## src/rtl/or_bit.sv

```systemverilog
// ----------------------------------------------------------------------------
// or_bit
// ----------------------------------------------------------------------------
// Bitwise OR functional unit of the ALU datapath.
//
// The primary output is purely combinational so the ALU result mux can consume
// it in the same cycle as the operands arrive. A registered copy is provided
// for pipelined consumers. Clock and reset only touch that registered copy.
//
// Parameters
//   WIDTH     operand/result bit width (must be >= 1)
//
// Ports
//   clk       in   1      rising-edge clock, drives result_q only
//   rst_n     in   1      asynchronous active-low reset, clears result_q only
//   operandA  in   WIDTH  first operand
//   operandB  in   WIDTH  second operand
//   result    out  WIDTH  operandA | operandB, combinational, zero latency
//   result_q  out  WIDTH  result registered on the rising edge of clk
//
// Handshake: none. Operands are sampled continuously; there is no valid/ready
// pair, and result_q simply follows result with one cycle of latency.
// ----------------------------------------------------------------------------
module or_bit #(
    parameter int WIDTH = 32
) (
    input  logic             clk,
    input  logic             rst_n,
    input  logic [WIDTH-1:0] operandA,
    input  logic [WIDTH-1:0] operandB,
    output logic [WIDTH-1:0] result,
    output logic [WIDTH-1:0] result_q
);

    // Plain per-bit OR: no carries, no inter-bit dependence. Standard | keeps
    // the 4-state behaviour (a 1 on either side dominates, otherwise X flows).
    assign result = operandA | operandB;

    // The only state in the block. Reset is asynchronous so result_q drops to
    // zero as soon as rst_n falls, and stays there until the first rising edge
    // after rst_n is released.
    always_ff @(posedge clk or negedge rst_n) begin
        if (!rst_n) begin
            result_q <= '0;
        end else begin
            result_q <= result;
        end
    end

endmodule

```

## config.mk

```make
export PLATFORM = sky130hd
export DESIGN_NAME = or_bit
export DESIGN_NICKNAME = d
export VERILOG_FILES = /design/src/rtl/or_bit.sv
export SDC_FILE = /design/constraint.sdc
export NUM_CORES = 1
export LEC_CHECK = 0
export CAP_MARGIN = 20
export CORE_MARGIN = 1.5
export CORE_UTILIZATION = 27
export CTS_CLUSTER_SIZE = 28
export DETAILED_ROUTE_END_ITERATION = 16
export GPL_TIMING_DRIVEN = 0
export PLACE_DENSITY = 0.87
export SYNTH_ARGS = -nofsm -noshare
export SYNTH_HDL_FRONTEND = slang
export SYNTH_SLANG_ARGS = --single-unit
```

## constraint.sdc

```tcl
create_clock -name clk -period 0.85 [get_ports clk]
set_input_delay 0.255 -clock clk [delete_from_list [all_inputs] [get_ports clk]]
set_output_delay 0.255 -clock clk [all_outputs]
set_load 0.02 [all_outputs]
```

* Word level (Yosys, flattened, before mapping)
Cells that the tools add are included.
Cells by class: bitwise gates (word level) 1
Operators by type and width (count):
- OR 32 bit | 1
Storage, ports and cells: register bits after elaboration 32, output and inout bits 64, logic and storage cells 2, input bits 66

* Depth between registers and ports, before layout
word-level depth 1, depth in mapped cells 1, mapped depth without buffers 1

* Least setup slack after synthesis
OpenSTA, ideal clock, no wires.
kind input -> output, start point input operandB[0], end point output result[0], stages 1, data required time 0.595 ns, buffers on the path 0, slack 0.041 ns, arrival time 0.554 ns, cell sequence or2_1
On the way: word-level cells in the longest chain between the ends 1
Ends and longest elaborated chain:
- start: declaration | line 30 | input logic [WIDTH-1:0] operandB,
- OR 32 bit | line 37 | assign result = operandA | operandB;
- end: declaration | line 31 | output logic [WIDTH-1:0] result,
Every way passes these cells.

* Worst setup path after layout
start point register result_q[13], end point output result_q[13]
RTL lines:
- start: declaration | line 32 | output logic [WIDTH-1:0] result_q
- start signal: assignment | line 46 | result_q <= result;
No word-level cell between the ends.

==> run_summary.xml <==
<?xml version="1.0" encoding="UTF-8"?>
<metrics>
  <group name="run_status">
    <metric name="outcome" unit="">finished with violations</metric>
    <metric name="failed_checks" unit="">setup timing</metric>
  </group>
  <group name="critical_path">
    <metric name="cp-start-kind" unit="">register</metric>
    <metric name="critical_path_required" unit="ns">0.59</metric>
    <metric name="standard_cell_with_the_maximum_stage_delay_on_the_critical_path" unit="">sky130_fd_sc_hd__dfrtp_1</metric>
    <metric name="worst_setup_path_end_kind" unit="">output port</metric>
    <metric name="slowest_delay" unit="ns">0.38</metric>
    <metric name="worst_ep_arrival_time" unit="ns">0.79</metric>
    <metric name="critical_path_peak_fanout" unit="">1</metric>
    <metric name="worstSetupPathType" unit="">register to output port</metric>
    <metric name="crit_path_cell_trace" unit="">buf_6</metric>
    <metric name="cp_num_buf_inv" unit="">1</metric>
    <metric name="worst_path_dominant_cell_family" unit="">flip-flops</metric>
  </group>
  <group name="sta">
    <metric name="fin_crit_sh" unit="%">122.5</metric>
    <metric name="finalHoldViolations" unit="">0</metric>
    <metric name="slew_violations" unit="">0</metric>
    <metric name="setup_repair_after_global_routing_missed_its_margin" unit="">true</metric>
    <metric name="slew_headroom" unit="%">48.64</metric>
    <metric name="hold_ws" unit="ns">0.1414</metric>
    <metric name="worst_path_setup_slack_after_routing" unit="ns">-0.1912</metric>
    <metric name="worst-slew-pin-transition" unit="ns">0.7704</metric>
    <metric name="tns" unit="ns">-9.497</metric>
    <metric name="finalSetupViolCount" unit="">64</metric>
    <metric name="timing.final.crit_period" unit="ns">1.041</metric>
    <metric name="timing.fmax" unit="MHz">960.4</metric>
  </group>
  <group name="final_layout">
    <metric name="num-nets-final" unit="">290</metric>
    <metric name="insertedDiodeCount" unit="">0</metric>
    <metric name="area_growth_syn_to_layout" unit="%">179.1</metric>
    <metric name="max_flop_register" unit="">result_q</metric>
    <metric name="final_area" unit="mm²">0.002794</metric>
    <metric name="largest_registers" unit="">result_q: 32 flops</metric>
    <metric name="drive_gt1_share" unit="%">84.68</metric>
    <metric name="final_util" unit="%">81.17</metric>
    <metric name="largest_register_ff_count" unit="">32</metric>
    <metric name="final.fill_count" unit="">191</metric>
  </group>
  <group name="yosys">
    <metric name="synth-edff-count" unit="">0</metric>
    <metric name="synth_warnings" unit="">0</metric>
    <metric name="synthFlopType" unit="">sky130_fd_sc_hd__dfrtp_1</metric>
    <metric name="seq_area_frac_synth" unit="%">80.00</metric>
    <metric name="post-synth-top-area-cell" unit="">sky130_fd_sc_hd__dfrtp_1</metric>
    <metric name="synth.ff_latch_count" unit="">32</metric>
    <metric name="synth_unique_cells" unit="">2</metric>
    <metric name="synth_top_cells_by_count" unit="">sky130_fd_sc_hd__dfrtp_1 (32), sky130_fd_sc_hd__or2_1 (32)</metric>
    <metric name="gate_count_after_technology_mapping" unit="">64</metric>
    <metric name="post_synth_instance_area" unit="mm²">0.001001</metric>
    <metric name="async_flop_share" unit="%">100.0</metric>
    <metric name="synthesis.area_per_instance" unit="µm²">15.64</metric>
    <metric name="synth.net_count" unit="">130</metric>
    <metric name="synth.area.top_cells" unit="">sky130_fd_sc_hd__dfrtp_1 (80%), sky130_fd_sc_hd__or2_1 (20%)</metric>
    <metric name="yosys.area.top_type_share" unit="%">80.00</metric>
  </group>
  <group name="clock_network">
    <metric name="tritoncts_clock_tree" unit="">built</metric>
    <metric name="cts-root-buf" unit="">sky130_fd_sc_hd__clkbuf_8</metric>
    <metric name="clk_path_buf_depth" unit="">2</metric>
    <metric name="worst_setup_hold_path_clk_slew" unit="ns">0.06</metric>
    <metric name="numCtsBuffers" unit="">5</metric>
    <metric name="cts-htree-levels" unit="">2</metric>
    <metric name="cts.sink_count" unit="">32</metric>
    <metric name="cts_hold_repair.buffers" unit="">0</metric>
  </group>
  <group name="placed_design">
    <metric name="io_buffers" unit="">129</metric>
    <metric name="worst_slack_at_placement" unit="ns">-0.8700</metric>
    <metric name="detailed_place_hpwl" unit="µm">2680</metric>
    <metric name="globalplace.congestion" unit="">0.6926</metric>
    <metric name="placed_cell_area" unit="mm²">0.002377</metric>
  </group>
  <group name="power">
    <metric name="vdd_ir_drop_max" unit="mV">1.071</metric>
    <metric name="total_leakage_power" unit="µW">0.001340</metric>
    <metric name="p_per_area" unit="mW/mm²">1343</metric>
  </group>
  <group name="global_routing">
    <metric name="grt_start_max_net_pins" unit="">18</metric>
    <metric name="globalRouteTotalUtil" unit="%">18.90</metric>
    <metric name="number_of_antenna_violations_at_the_first_check_in_global_routing" unit="">0</metric>
    <metric name="wire_length_of_the_first_global_routing_pass" unit="µm">5616</metric>
    <metric name="gr_overflow_total" unit="">0</metric>
    <metric name="grt_pass1_vias" unit="">1280</metric>
  </group>
  <group name="floorplan">
    <metric name="coreArea" unit="mm²">0.003442</metric>
    <metric name="floorplan.initialDensity" unit="%">29.08</metric>
    <metric name="chipHeight" unit="µm">63.89</metric>
    <metric name="design.portCount" unit="">130</metric>
    <metric name="rows" unit="">21</metric>
    <metric name="die_area" unit="mm²">0.004081</metric>
    <metric name="die_w" unit="µm">63.89</metric>
  </group>
  <group name="min_path">
    <metric name="worst_hold_path_type" unit="">primary input to asynchronous set/reset pin</metric>
  </group>
  <group name="route">
    <metric name="detailedRoute.firstPassIterationCount" unit="">3</metric>
    <metric name="drt-vias-per-instance" unit="">4.239</metric>
    <metric name="routed_wire_length_per_instance" unit="µm">14.43</metric>
    <metric name="routed-via-count" unit="">1136</metric>
    <metric name="drc" unit="">0</metric>
    <metric name="postRouteAntennaNets" unit="">0</metric>
    <metric name="drt_first_iter_violations" unit="">21</metric>
    <metric name="totalWireLength" unit="µm">3866</metric>
  </group>
  <group name="job">
    <metric name="cap_viol_max_count" unit="">0</metric>
  </group>
</metrics>
[worst max-delay path by stage]
| stage | from | endpoint | cells past startpoint |
|---|---|---|---|
| 2_1_floorplan | operandB[0] | result[0] | 1 |
| 3_3_place_gp | rst_n | result_q[5]$_DFF_PN0_ | 1 |
| 3_5_place_dp | operandB[2] | result[2] | 3 |
| 4_1_cts | result_q[4]$_DFF_PN0_ | result_q[4] | 1 |
| 5_1_grt | result_q[5]$_DFF_PN0_ | result_q[5] | 1 |
| 6_report | result_q[13]$_DFF_PN0_ | result_q[13] | 1 |
[kinds of logic after synthesis]
logic type and synth area share (%):
flip-flops 80.00, AND/OR/NAND/NOR 20.00
[power by group]
part,internal [µW],leakage [µW],switching [µW]
clock,526,0.0000359,454
combinational,716,0.000975,420
sequential,1600,0.000329,35.6
total,2840,0.00134,910
[per-layer routing]
metal | wire length [µm] | global-route usage (%)
met3 | 363 | 5.810
met5 | 0 | 0
met2 | 2381 | 39.45
met4 | 132 | 10.33
met1 | 988 | 14.50
[through the flow]
step	total power, µW	instances
finish	3753	268
global route	3904	268
CTS	3662	264
detailed placement	2582	240
global placement	2547	239
floorplan	1925	64
[area by class of cell]
| cell class | instances | area [µm²] | area share, % |
|---|---|---|---|
| multi-input cells | 32 | 277.8 | 9.942 |
| repair buffers | 153 | 1589 | 56.87 |
| well taps | 46 | 57.56 | 2.060 |
| clock buffers | 5 | 68.82 | 2.463 |
| flip-flops and latches | 32 | 800.8 | 28.66 |
[cell usage in the layout, fill, tap and decap left out]
cell type | synthesis | layout
sky130_fd_sc_hd__or2_1 | 32 | 1
sky130_fd_sc_hd__clkdlybuf4s15_1 | 0 | 1
sky130_fd_sc_hd__clkbuf_8 | 0 | 5
sky130_fd_sc_hd__buf_16 | 0 | 1
sky130_fd_sc_hd__buf_2 | 0 | 10
sky130_fd_sc_hd__or2_4 | 0 | 31
sky130_fd_sc_hd__buf_4 | 0 | 23
sky130_fd_sc_hd__buf_6 | 0 | 118
sky130_fd_sc_hd__dfrtp_1 | 32 | 32
[what timing repair did]
action / in CTS / in global routing
gates resized for setup: 626 / 38
hold endpoints to repair: 0 / 0
setup endpoints to repair: 96 / 80
setup buffers: 19 / 4
pin swaps: 32 / 20
(Power assumes the default switching activity.)
